===== src/rtl/privilege_guard.sv =====
// rtl/privilege_guard.sv - ring-0/user privilege enforcer with fault latching
// Tracks kernel/user mode, gates jumps/memory/register writes and halts on violations.
module privilege_guard #(
   parameter int ADDR_W          = 16,
   parameter int SEL_W           = 5,
   parameter int RING0_PC_LAST   = 65535,
   parameter int RING0_ENTRY     = 0,
   parameter int RING0_MEM_LAST  = 0,
   parameter int RING0_REGS_LAST = 0,
   parameter int CNT_W           = 8
) (
   input  logic              clock,
   input  logic              reset,
   input  logic [ADDR_W-1:0] io_pc,
   input  logic              io_jump,
   input  logic [ADDR_W-1:0] io_jumpTarget,
   input  logic              io_memValid,
   input  logic [ADDR_W-1:0] io_memAddress,
   input  logic              io_regValid,
   input  logic [SEL_W-1:0]  io_regASel,
   input  logic [SEL_W-1:0]  io_regBSel,
   input  logic              io_regWriteEnable,
   input  logic [SEL_W-1:0]  io_regWriteSel,
   input  logic              io_syscallReq,
   input  logic              io_faultAck,
   output logic              io_privileged,
   output logic              io_jumpAllow,
   output logic              io_memAllow,
   output logic              io_regWriteAllow,
   output logic [ADDR_W-1:0] io_programMemoryOffset,
   output logic [ADDR_W-1:0] io_dataMemoryOffset,
   output logic              io_halt,
   output logic              io_fault,
   output logic [2:0]        io_faultCause,
   output logic [ADDR_W-1:0] io_faultPc,
   output logic [ADDR_W-1:0] io_faultAddr,
   output logic [CNT_W-1:0]  io_faultCount
);

   localparam logic [ADDR_W-1:0] PC_LAST   = ADDR_W'(RING0_PC_LAST);
   localparam logic [ADDR_W-1:0] ENTRY     = ADDR_W'(RING0_ENTRY);
   localparam logic [ADDR_W-1:0] MEM_LAST  = ADDR_W'(RING0_MEM_LAST);
   localparam logic [SEL_W-1:0]  REGS_LAST = SEL_W'(RING0_REGS_LAST);
   localparam logic [ADDR_W-1:0] USER_BASE = ADDR_W'(RING0_PC_LAST + 1);
   localparam logic [CNT_W-1:0]  CNT_MAX   = {CNT_W{1'b1}};

   typedef enum logic [1:0] {KERNEL, USER, FAULT} state_t;

   state_t            r_state;
   logic [2:0]        r_cause;
   logic [ADDR_W-1:0] r_fault_pc;
   logic [ADDR_W-1:0] r_fault_addr;
   logic [CNT_W-1:0]  r_count;

   logic [2:0]        w_cause;
   logic [ADDR_W-1:0] w_bad;
   logic              w_viol;
   logic              w_fault;

   // Checks only apply in USER; first matching cause wins.
   always_comb begin
      w_cause = 3'd0;
      w_bad   = '0;
      if (r_state == USER) begin
         if (io_jump && io_jumpTarget <= PC_LAST && io_jumpTarget != ENTRY) begin
            w_cause = 3'd1;
            w_bad   = io_jumpTarget;
         end else if (io_memValid && io_memAddress <= MEM_LAST) begin
            w_cause = 3'd2;
            w_bad   = io_memAddress;
         end else if (io_regWriteEnable && io_regWriteSel <= REGS_LAST) begin
            w_cause = 3'd3;
            w_bad   = ADDR_W'(io_regWriteSel);
         end else if (io_regValid && io_regASel <= REGS_LAST) begin
            w_cause = 3'd4;
            w_bad   = ADDR_W'(io_regASel);
         end else if (io_regValid && io_regBSel <= REGS_LAST) begin
            w_cause = 3'd5;
            w_bad   = ADDR_W'(io_regBSel);
         end
      end
   end

   assign w_viol  = (w_cause != 3'd0);
   assign w_fault = (r_state == FAULT);

   assign io_privileged          = (r_state == KERNEL);
   assign io_jumpAllow           = io_jump && !w_viol && !w_fault;
   assign io_memAllow            = io_memValid && !w_viol && !w_fault;
   assign io_regWriteAllow       = io_regWriteEnable && !w_viol && !w_fault;
   assign io_dataMemoryOffset    = (r_state == USER) ? USER_BASE : '0;
   assign io_programMemoryOffset = (r_state == USER && !io_syscallReq) ? USER_BASE : '0;
   assign io_halt                = w_viol || w_fault;
   assign io_fault               = w_fault;
   assign io_faultCause          = r_cause;
   assign io_faultPc             = r_fault_pc;
   assign io_faultAddr           = r_fault_addr;
   assign io_faultCount          = r_count;

   always_ff @(posedge clock) begin
      if (reset) begin
         r_state      <= KERNEL;
         r_cause      <= 3'd0;
         r_fault_pc   <= '0;
         r_fault_addr <= '0;
         r_count      <= '0;
      end else begin
         case (r_state)
            KERNEL: begin
               if (io_jump && io_jumpTarget > PC_LAST) r_state <= USER;
            end
            USER: begin
               if (w_viol) begin
                  r_state      <= FAULT;
                  r_cause      <= w_cause;
                  r_fault_pc   <= io_pc;
                  r_fault_addr <= w_bad;
                  if (r_count != CNT_MAX) r_count <= r_count + 1'b1;
               end else if (io_jump && io_jumpTarget == ENTRY) begin
                  r_state <= KERNEL;
               end
            end
            FAULT: begin
               if (io_faultAck) r_state <= KERNEL;
            end
            default: r_state <= KERNEL;
         endcase
      end
   end

endmodule


===== config.mk =====
export PLATFORM = sky130hd
export DESIGN_NAME = privilege_guard
export DESIGN_NICKNAME = d
export VERILOG_FILES = /design/src/rtl/privilege_guard.sv
export SDC_FILE = /design/constraint.sdc
export NUM_CORES = 1
export LEC_CHECK = 0
export ABC_CLOCK_PERIOD_IN_PS = 4000
export BUFFER_PORTS_ARGS = -buffer_cell sky130_fd_sc_hd__buf_2
export CAP_MARGIN = 5
export CORE_UTILIZATION = 45
export DETAILED_ROUTE_END_ITERATION = 12
export PLACE_DENSITY_LB_ADDON = 0.08
export SYNTH_ARGS = -nofsm -noshare
export SYNTH_HDL_FRONTEND = slang
export SYNTH_SLANG_ARGS = --single-unit

===== constraint.sdc =====
create_clock -name clock -period 4 [get_ports clock]
set_clock_uncertainty 0.1 [all_clocks]
set_input_delay 0.4 -clock clock [delete_from_list [all_inputs] [get_ports clock]]
set_output_delay 0.4 -clock clock [all_outputs]
set_load 0.02 [all_outputs]

==> results of run 1 <==
-- placed cells by master, fill, tap and decap left out, types with 2 or more instances in the layout --
master and n:
nor2_1 11, conb_1 32, mux2_2 5, a32o_1 17, nand3_1 7, or4_1 2, buf_2 118, nor2b_1 7
clkbuf_8 5, a21oi_1 11, nand2_1 40, buf_4 4, nor3_1 6, or4_4 2, dfxtp_1 45, nor4b_1 2
nand4_1 4, mux2i_1 17, o21ai_0 2, nor3b_2 3, nand2b_1 3, nor4_1 5
-- cell families (layout without fill, tap and decap cells) --
group | after synthesis | in the layout | synth area share
DFF | 45 | 45 | 0.3877
muxes | 22 | 22 | 0.09747
AOI/OAI and AO/OA | 39 | 39 | 0.1432
buffers and inverters | 47 | 132 | 0.1465
and+or+nand+nor | 97 | 97 | 0.2181
other | 1 | 32 | 0.001614
adders and majority gates | 1 | 1 | 0.005384
-- cell type report --
class                      count  area [um^2]  area share
multi-input combinational    191         1199      0.4131
sequential                    45        900.9      0.3105
timing repair buffer         122        620.6      0.2139
tap                           67        83.83     0.02889
clock buffer                   5        68.82     0.02372
clock inverter                 3        21.27    0.007331
inverter                       2        7.507    0.002587
-- path summary, 6_finish.rpt --
path                               from  cells past startpoint  slack [ns]                           end
max                   io_jumpTarget[13]                      7        1.01              io_regWriteAllow
min                    io_jumpTarget[8]                      2        0.22  io_faultAddr[8]$_SDFFE_PP0P_
max reg2reg     r_state[1]$_SDFFE_PP0P_                      4        2.29    io_faultPc[3]$_SDFFE_PP0P_
min reg2reg  io_faultPc[1]$_SDFFE_PP0P_                      2        0.36    io_faultPc[1]$_SDFFE_PP0P_
-- where the power goes --
| part | total, mW | internal, mW | switching [mW] |
|---|---|---|---|
| registers | 0.447 | 0.447 | 0.000000000000000312 |
| clock network | 0.286 | 0.124 | 0.162 |
| logic | 0.0936 | 0.0337 | 0.0599 |
| total | 0.827 | 0.605 | 0.222 |
-- sequential cells by signal, summed over array words and instances, names as in the netlist --
| name | cells |
|---|---|
| io_faultCount | 8 |
| io_faultAddr | 16 |
| io_faultCause | 3 |
| r_state | 2 |
| io_faultPc | 16 |
-- metal layers --
| layer | wire [um] | track usage |
|---|---|---|
| met2 | 2571 | 0.3313 |
| met3 | 377 | 0.05761 |
| met1 | 2246 | 0.2149 |
| met4 | 38 | 0.05983 |
| met5 | 10 | 0 |
-- per-stage QoR --
| stage | hold slack (ns) | utilization |
|---|---|---|
| floorplan | 0.3767 | - |
| global placement | 0.3387 | 0.5799 |
| detailed placement | 0.3433 | 0.5799 |
| CTS | 0.2130 | 0.5985 |
| global route | 0.2121 | 0.5985 |
| finish | 0.2198 | 0.5985 |
==> flow_metrics.env, run 1 <==
export IMPL_outcome="complete, no violations"
export IMPL_cp_buffers_inverters=2
export IMPL_drt_drc_violations_left=0
export IMPL_count_of_buffers_from_port_buffering=118
export IMPL_cts_buffers_inserted=5
export IMPL_clk_pin_slew_worst_paths_ns=0.09
export IMPL_power_density_mw_per_mm2=285.2
export IMPL_tns_ns=0
export IMPL_cp_common_cell="buf_2"
export IMPL_synth_async_reset_ratio=0
export IMPL_grt_pass1_vias=1810
export IMPL_synth_area_top_cells="dfxtp_1 39%, buf_4 11%, a32o_1 7.3%"
export IMPL_drv_max_cap_violation_count=0
export IMPL_slowest_stage_cell_cp="or4_4"
export IMPL_maxSlewViolCount=0
export IMPL_synthesis_yosys_warnings=0
export IMPL_finish_cell_count_without_fillers=435
export IMPL_critical_path_max_stage_delay_ns=0.55
export IMPL_synth_lib_cells_used_distinct=41
export IMPL_wire_length_of_the_first_global_routing_pass_mm=7.824
export IMPL_globalRoute_totalOverflow=0
export IMPL_setup_viol=0
export IMPL_dr_first_iter_drc_count=74
export IMPL_dp_hpwl_mm=3.980
export IMPL_ys_seq_elements=45
export IMPL_cts_resized=0
export IMPL_grt_start_max_net_pins=43
export IMPL_cp_start_kind="input port"
export IMPL_design_area_mm2=0.002902
export IMPL_timing_critical_path_required_ns=3.50
export IMPL_floorplan_core_area_mm2=0.004848
export IMPL_design_power_total_mw=0.8275
export IMPL_ctsLongestPathBuffers=2
export IMPL_fillerInstances=465
export IMPL_rows=25
export IMPL_cts_htree_levels=2
export IMPL_post_route_worst_setup_slack_ns=1.007
export IMPL_number_of_antenna_violations_at_the_first_check_in_global_routing=1
export IMPL_total_leakage_power_nw=1.389
export IMPL_crit_path_cell_trace="buf_2 -> or4_4 -> o41ai_4 -> and3_1 -> a21oi_2 -> nor3b_2 -> buf_2"
export IMPL_final_antenna_net_count=0
export IMPL_rsz0062_at_grt="no"
export IMPL_cts_tree="done"
export IMPL_synth_cells=252
export IMPL_synth_top_area_cell="dfxtp_1"
export IMPL_synth_edf_count=0
export IMPL_syn_to_final_growth_pct=24.88
export IMPL_floorplan_initialDensity=0.4792
export IMPL_routed_via_count=2124
export IMPL_syn_avg_cell_area_um2=9.220
export IMPL_place_inst=427
export IMPL_synth_yosys_seq_area_share=0.3877
export IMPL_hold_path_class="in2reg"
export IMPL_cts_sinks=45
export IMPL_pin_count=152
export IMPL_die_area_mm2=0.005455
export IMPL_layout_min_cycle_time_ns=2.993
export IMPL_cts_setup_buffers=0
export IMPL_post_synth_most_frequent_cells="45 x dfxtp_1, 40 x nand2_1, 33 x buf_4"
export IMPL_routed_wire_length_per_instance_um=12.05
export IMPL_clk_latency_ns=0.30
export IMPL_synth_top_cell_area_share=0.3877
export IMPL_chipHeight_um=73.86
export IMPL_global_route_usage_total=0.1876
export IMPL_dr_pass1_iters=4
export IMPL_antennaDiodeCount=0
export IMPL_crit_type="in2out"
export IMPL_fmax_mhz=334.1
export IMPL_cts_root_buf="clkbuf_8"
export IMPL_cp_end_kind="output port"
export IMPL_synth_cell_area_mm2=0.002323
export IMPL_final_period_utilization=0.7482
export IMPL_final_hold_viol_count=0
export IMPL_post_route_cells_drive_above_1_share=0.3940
export IMPL_preCtsSetupSlack_ns=0.9977
export IMPL_final_net_count=439
export IMPL_timing_critical_path_max_delay_family="simple AND/OR/NAND/NOR gates"
export IMPL_placed_area_mm2=0.002811
export IMPL_detail_route_vias_per_cell=4.883
export IMPL_synthFlopType="dfxtp_1"
export IMPL_ir_drop_v=0.0001978
export IMPL_drt_total_wl_mm=5.243
export IMPL_worst_path_maximum_fanout=9
export IMPL_critPathArrivalTime_ns=2.49
export IMPL_postCtsHoldBufs=0
export IMPL_die_width_um=73.86
export IMPL_synthMostInstantiatedCell="dfxtp_1"
export IMPL_finalWeightedCongestion=0.8455
Power figures use the tool's default switching activity.
==> run 2: changes to the inputs <==
--- a/config.mk
+++ b/config.mk
@@ -5,10 +5,10 @@
 export SDC_FILE = /design/constraint.sdc
 export NUM_CORES = 1
 export LEC_CHECK = 0
-export ABC_CLOCK_PERIOD_IN_PS = 4000
+export ABC_CLOCK_PERIOD_IN_PS = 2600
 export BUFFER_PORTS_ARGS = -buffer_cell sky130_fd_sc_hd__buf_2
 export CAP_MARGIN = 5
-export CORE_UTILIZATION = 45
+export CORE_UTILIZATION = 38
 export DETAILED_ROUTE_END_ITERATION = 12
 export PLACE_DENSITY_LB_ADDON = 0.08
 export SYNTH_ARGS = -nofsm -noshare
==> constraint.sdc (replaced) <==
create_clock -name clock -period 2.6 [get_ports clock]
set_clock_uncertainty 0.1 [all_clocks]
set_input_delay 0.26 -clock clock [delete_from_list [all_inputs] [get_ports clock]]
set_output_delay 0.26 -clock clock [all_outputs]
set_load 0.02 [all_outputs]
==> run 2 against run 1 <==
Count of clock-buffer cells in the layout unchanged. Cell area increased by 4.4%. Sequential share of layout area decreased by 1.3 points. Worst setup slack got worse by 0.90 ns. First-iteration DRC count decreased by 26%. Sequential power increased by 54%. Combinational power increased by 59%. Total power increased by 78%. Critical endpoint unchanged. Die area increased by 18%. Sequential cell count unchanged. Non-clock buffer count increased by 7. Global-route usage decreased by 2.1 points.
==> flow_metrics.env, run 2 (synthesis gave the netlist of run 1 again) <==
export IMPL_critPathArrivalTime_ns=2.13
export IMPL_dr_pass1_iters=6
export IMPL_intPower_mw=1.131
export IMPL_floorplan_initialDensity=0.3924
export IMPL_total_leakage_power_nw=1.453
export IMPL_worst_path_maximum_fanout=4
export IMPL_clk_latency_ns=0.30
export IMPL_count_of_buffers_from_port_buffering=118
export IMPL_clk_pin_slew_worst_paths_ns=0.09
export IMPL_detail_route_vias_per_cell=4.804
export IMPL_crit_type="in2out"
export IMPL_combPwrFrac=0.102
export IMPL_routed_via_count=2162
export IMPL_final_hold_viol_count=0
export IMPL_switching_fraction=0.2319
export IMPL_dr_first_iter_drc_count=55
export IMPL_ir_drop_v=0.0003144
export IMPL_placed_area_mm2=0.002887
export IMPL_number_of_antenna_violations_at_the_first_check_in_global_routing=0
export IMPL_finalWeightedCongestion=0.8043
export IMPL_drt_total_wl_mm=5.458
export IMPL_commonest_non_fill_non_tap_cell_in_the_layout="buf_2"
export IMPL_layout_common_cells="118 x buf_2, 45 x dfxtp_1, 40 x nand2_1"
export IMPL_die_width_um=80.20
export IMPL_syn_to_final_growth_pct=30.37
export IMPL_cp_end_kind="output port"
export IMPL_globalRoute_totalOverflow=0
export IMPL_dp_hpwl_mm=4.150
export IMPL_seq_area_um2=900.9
export IMPL_whs_ns=0.08302
export IMPL_global_route_usage_total=0.1667
export IMPL_net_switching_power_mw=0.3414
export IMPL_drv_max_cap_violation_count=0
export IMPL_multiInputGateArea_mm2=0.001204
export IMPL_chipHeight_um=80.20
export IMPL_antennaDiodeCount=0
export IMPL_layout_min_cycle_time_ns=2.495
export IMPL_fmax_mhz=400.8
export IMPL_setup_viol=0
export IMPL_floorplan_core_area_mm2=0.005921
export IMPL_cts_htree_levels=2
export IMPL_die_area_mm2=0.006431
export IMPL_final_antenna_net_count=0
export IMPL_cp_start_kind="input port"
export IMPL_ctsLongestPathBuffers=2
export IMPL_cts_setup_buffers=0
export IMPL_cts_buffers_inserted=5
export IMPL_wire_length_of_the_first_global_routing_pass_mm=8.314
export IMPL_post_route_cells_drive_above_1_share=0.4080
export IMPL_slew_hr=0.6371
export IMPL_rows=28
export IMPL_maxSlewViolCount=0
export IMPL_cts_sinks=45
export IMPL_routed_wire_length_per_instance_um=12.13
export IMPL_clockPowerShare=0.431
export IMPL_final_period_utilization=0.9596
export IMPL_outcome="complete, no violations"
export IMPL_cts_root_buf="clkbuf_8"
export IMPL_seqPwrFrac=0.468
export IMPL_fillerInstances=592
export IMPL_grt_start_max_net_pins=30
export IMPL_timing_critical_path_required_ns=2.24
export IMPL_design_area_mm2=0.003029
export IMPL_drt_drc_violations_left=0
export IMPL_tns_ns=0
export IMPL_hold_path_class="in2reg"
export IMPL_actual_transition_at_the_worst_max_transition_pin_ns=0.5432
export IMPL_flop2flop_setup_slack_ns=0.88
export IMPL_final_net_count=446
export IMPL_grt_pass1_vias=1857
export IMPL_pin_count=152
export IMPL_power_density_mw_per_mm2=486.0
export IMPL_cts_tree="done"
export IMPL_rsz0062_at_grt="no"
## run 2: changes by cell type in the layout (fill, tap and decap cells not counted)
cell        change
clkinv_2        -1
bufinv_16       +2
nor3_1          -1
clkinvlp_4      -1
nor3_2          +1
buf_12          +1
buf_4           +6
## run 2: per-layer routing
metal,global-route usage,part of all wire
met1,0.1949,0.43
met3,0.04659,0.077
met4,0.05357,0.010
met2,0.2923,0.49
met5,0,0
## run 2: layout make-up
class	count	share of cell area
inverter	2	0.002478
sequential	45	0.2974
clock inverter	3	0.02272
clock buffer	5	0.02272
tap	75	0.03098
timing repair buffer	129	0.2264
multi-input combinational	191	0.3974
## run 2: what timing repair did
| item | CTS | global route |
|---|---|---|
| hold buffers | 0 | 0 |
| setup endpoints to repair | 3 | 0 |
| gates resized for setup | 1 | 0 |
## run 2: path summary, 6_finish.rpt
| check | start | end | cells after the start |
|---|---|---|---|
| worst min-delay path | io_jumpTarget[9] | io_faultAddr[9]$_SDFFE_PP0P_ | 2 |
| worst max-delay path | io_jumpTarget[13] | io_regWriteAllow | 8 |
| worst max register to register | r_state[0]$_SDFFE_PP0P_ | io_faultCount[0]$_SDFFE_PP0P_ | 4 |
| worst min register to register | io_faultPc[4]$_SDFFE_PP0P_ | io_faultPc[4]$_SDFFE_PP0P_ | 2 |
## run 2: power by group through the flow
| stage | registers, mW | logic [mW] | clock network, mW |
|---|---|---|---|
| after floorplan | 0.705 | 0.119 | 0 |
| after global placement | 0.705 | 0.148 | 0 |
| after detailed placement | 0.705 | 0.149 | 0 |
| after CTS | 0.689 | 0.150 | 0.651 |
| after global routing | 0.689 | 0.166 | 0.683 |
| final | 0.688 | 0.149 | 0.634 |
## run 2: metrics by stage
step	utilization	worst slack [ns]	power, mW	cells
after floorplan	-	0.004131	0.8234	283
after global placement	0.4875	0.01465	0.8524	442
after detailed placement	0.4875	0.003412	0.8537	442
after CTS	0.5116	0.09087	1.490	450
after global routing	0.5116	0.02213	1.538	450
final	0.5116	0.1051	1.472	450
## run 2: worst max-delay path, cell delays in order
cell and delay, ns:
buf_2 0.11, or4_4 0.55, o41ai_4 0.40, and3_1 0.24
a21oi_2 0.07, buf_4 0.17, nor3b_2 0.14, buf_2 0.19
==> run 3: changes to the inputs <==
--- a/config.mk
+++ b/config.mk
@@ -5,10 +5,10 @@
 export SDC_FILE = /design/constraint.sdc
 export NUM_CORES = 1
 export LEC_CHECK = 0
-export ABC_CLOCK_PERIOD_IN_PS = 2600
+export ABC_CLOCK_PERIOD_IN_PS = 3000
 export BUFFER_PORTS_ARGS = -buffer_cell sky130_fd_sc_hd__buf_2
 export CAP_MARGIN = 5
-export CORE_UTILIZATION = 38
+export CORE_UTILIZATION = 45
 export DETAILED_ROUTE_END_ITERATION = 12
 export PLACE_DENSITY_LB_ADDON = 0.08
 export SYNTH_ARGS = -nofsm -noshare
==> constraint.sdc (replaced) <==
create_clock -name clock -period 3 [get_ports clock]
set_clock_uncertainty 0.1 [all_clocks]
set_input_delay 0.3 -clock clock [delete_from_list [all_inputs] [get_ports clock]]
set_output_delay 0.3 -clock clock [all_outputs]
set_load 0.02 [all_outputs]
==> run 3 against run 2 <==
Via count is 1.8% lower. Clock power is 41% lower. Worst hold slack better by 0.038 ns. Cell area is 3.7% lower. Count of clock-buffer cells in the layout stayed put. Routed wire length is 2.9% lower. Critical path depth is 1 lower. Register-to-register slack better by 0.43 ns. Combinational power is 15% lower. Sequential cell count stayed put. Die area is 15% lower. Sequential share of layout area is 1.1 points higher. Critical path type unchanged. Highest routed layer unchanged.
==> flow_metrics.env, run 3 (synthesis gave the netlist of run 1 again) <==
export IMPL_slowest_stage_cell_cp="or4_4"
export IMPL_clk_pin_slew_worst_paths_ns=0.09
export IMPL_dp_hpwl_mm=4.051
export IMPL_place_inst=429
export IMPL_rsz0062_at_grt="no"
export IMPL_cp_buffers_inverters=2
export IMPL_intPower_mw=0.8078
export IMPL_die_width_um=73.86
export IMPL_cp_end_kind="output port"
export IMPL_cts_resized=0
export IMPL_commonest_non_fill_non_tap_cell_in_the_layout="buf_2"
export IMPL_flop2flop_setup_slack_ns=1.31
export IMPL_chipHeight_um=73.86
export IMPL_syn_to_final_growth_pct=25.53
export IMPL_maxSlewViolCount=0
export IMPL_drv_max_cap_violation_count=0
export IMPL_wire_length_of_the_first_global_routing_pass_mm=7.831
export IMPL_min_to="io_faultAddr[10]$_SDFFE_PP0P_"
export IMPL_postCtsHoldBufs=0
export IMPL_layout_common_cells="118 x buf_2, 45 x dfxtp_1, 40 x nand2_1"
export IMPL_ir_drop_v=0.0002363
export IMPL_hold_path_class="in2reg"
export IMPL_combPwrFrac=0.115
export IMPL_grt_pass1_vias=1803
export IMPL_cts_sinks=45
export IMPL_rows=25
export IMPL_number_of_antenna_violations_at_the_first_check_in_global_routing=0
export IMPL_cts_setup_buffers=0
export IMPL_cts_htree_levels=2
export IMPL_crit_type="in2out"
export IMPL_use_met1=0.2305
export IMPL_drt_drc_violations_left=0
export IMPL_cts_tree="done"
export IMPL_cts_root_buf="clkbuf_8"
export IMPL_fmax_mhz=383.8
export IMPL_timing_critical_path_max_delay_family="simple AND/OR/NAND/NOR gates"
export IMPL_busiest_layer="met2"
export IMPL_dr_pass1_iters=4
export IMPL_critical_path_max_stage_delay_ns=0.55
export IMPL_floorplan_core_area_mm2=0.004848
export IMPL_cp_start_kind="input port"
export IMPL_setup_viol=0
export IMPL_drt_total_wl_mm=5.297
export IMPL_worst_path_maximum_fanout=6
export IMPL_final_antenna_net_count=0
export IMPL_clockPowerShare=0.343
export IMPL_reg2reg_end="io_faultPc[13]$_SDFFE_PP0P_"
export IMPL_tns_ns=0
export IMPL_post_route_cells_drive_above_1_share=0.3973
export IMPL_switching_fraction=0.2658
export IMPL_globalRoute_totalOverflow=0
export IMPL_antennaDiodeCount=0
export IMPL_power_density_mw_per_mm2=377.3
export IMPL_crit_path_cell_trace="buf_2 -> or4_4 -> o41ai_4 -> and3_1 -> a21oi_2 -> nor3b_2 -> buf_2"
export IMPL_hp_start="io_jumpTarget[10]"
export IMPL_finalWeightedCongestion=0.7996
export IMPL_ctsLongestPathBuffers=2
export IMPL_die_area_mm2=0.005455
export IMPL_fillerInstances=476
export IMPL_worst_r2r_path_depth=4
export IMPL_dr_first_iter_drc_count=81
export IMPL_count_of_buffers_from_port_buffering=118
export IMPL_total_leakage_power_nw=1.398
export IMPL_clk_latency_ns=0.29
export IMPL_outcome="complete, no violations"
export IMPL_routed_wire_length_per_instance_um=12.12
export IMPL_postLayoutCoreUtil=0.6015
export IMPL_routed_via_count=2124
export IMPL_final_net_count=441
export IMPL_timing_critical_path_required_ns=2.60
export IMPL_net_switching_power_mw=0.2925
export IMPL_pin_count=152
export IMPL_global_route_usage_total=0.1877
export IMPL_worstSetupStartpoint="io_jumpTarget[13]"
export IMPL_floorplan_initialDensity=0.4792
export IMPL_critPathArrivalTime_ns=2.21
export IMPL_design_power_total_mw=1.100
export IMPL_detail_route_vias_per_cell=4.860
export IMPL_worst_hold_path_num_cells=2
export IMPL_final_hold_viol_count=0
export IMPL_final_period_utilization=0.8685
export IMPL_finish_cell_count_without_fillers=437
export IMPL_seqPwrFrac=0.542
export IMPL_cts_buffers_inserted=5
export IMPL_layout_min_cycle_time_ns=2.605
export IMPL_use_met3=0.04527
export IMPL_grt_start_max_net_pins=45
export IMPL_cp_common_cell="buf_2"
export IMPL_gr_usage_met2=0.3201
export IMPL_regToRegStartpoint="r_state[1]$_SDFFE_PP0P_"
==> run 3: changes by cell type in the layout (fill, tap and decap cells not counted) <==
cell | previous run | this run
nor3_2 | 1 | 0
clkinvlp_4 | 0 | 1
bufinv_16 | 2 | 0
nor3_1 | 5 | 6
buf_12 | 1 | 0
buf_4 | 10 | 6
clkinv_2 | 0 | 1
==> run 3: worst max path at each step <==
stage	endpoint	slack, ns	depth (start not counted)
2_1_floorplan	io_jumpAllow	0.32	8
3_3_place_gp	io_faultPc[15]$_SDFFE_PP0P_	0.29	7
3_5_place_dp	io_faultPc[13]$_SDFFE_PP0P_	0.26	7
4_1_cts	io_regWriteAllow	0.38	7
5_1_grt	io_regWriteAllow	0.28	7
6_report	io_regWriteAllow	0.39	7
==> run 3: power by group through the flow <==
stage	Clock, mW	Sequential [mW]	Combinational (mW)
global placement	0	0.611	0.125
detailed placement	0	0.611	0.126
CTS	0.389	0.597	0.127
floorplan	0	0.611	0.103
global route	0.412	0.597	0.141
finish	0.377	0.597	0.127
==> run 3: worst reg2reg max path: cells and delay by family, from the launching register on <==
family          cells  cell delay, ns
flops               1            0.33
simple gates        1            0.28
mux                 1            0.23
buf+inv             1            0.35
compound gates      1            0.33
==> run 3: per-stage QoR <==
stage / setup WS, ns / cell area, um^2 / hold WS (ns)
after floorplan: 0.3241 / 2440 / 0.2767
after global placement: 0.2940 / 2826 / 0.3387
after detailed placement: 0.2611 / 2826 / 0.3497
after CTS: 0.3788 / 2917 / 0.1175
after global routing: 0.2786 / 2917 / 0.1100
final: 0.3946 / 2917 / 0.1213
==> run 3: layout make-up <==
class                   count  area, um^2  share of cell area
clock inverters             3       21.27            0.007293
clock buffers               5       68.82             0.02360
well taps                  67       83.83             0.02874
flip-flops and latches     45       900.9              0.3089
multi-input cells         191        1199              0.4110
repair buffers            124       635.6              0.2179
inverters                   2       7.507            0.002574
==> run 3: metal layers <==
| layer | wire length [um] | part of all wire |
|---|---|---|
| met1 | 2365 | 0.45 |
| met2 | 2526 | 0.48 |
| met4 | 59 | 0.011 |
| met5 | 0 | 0 |
| met3 | 346 | 0.065 |
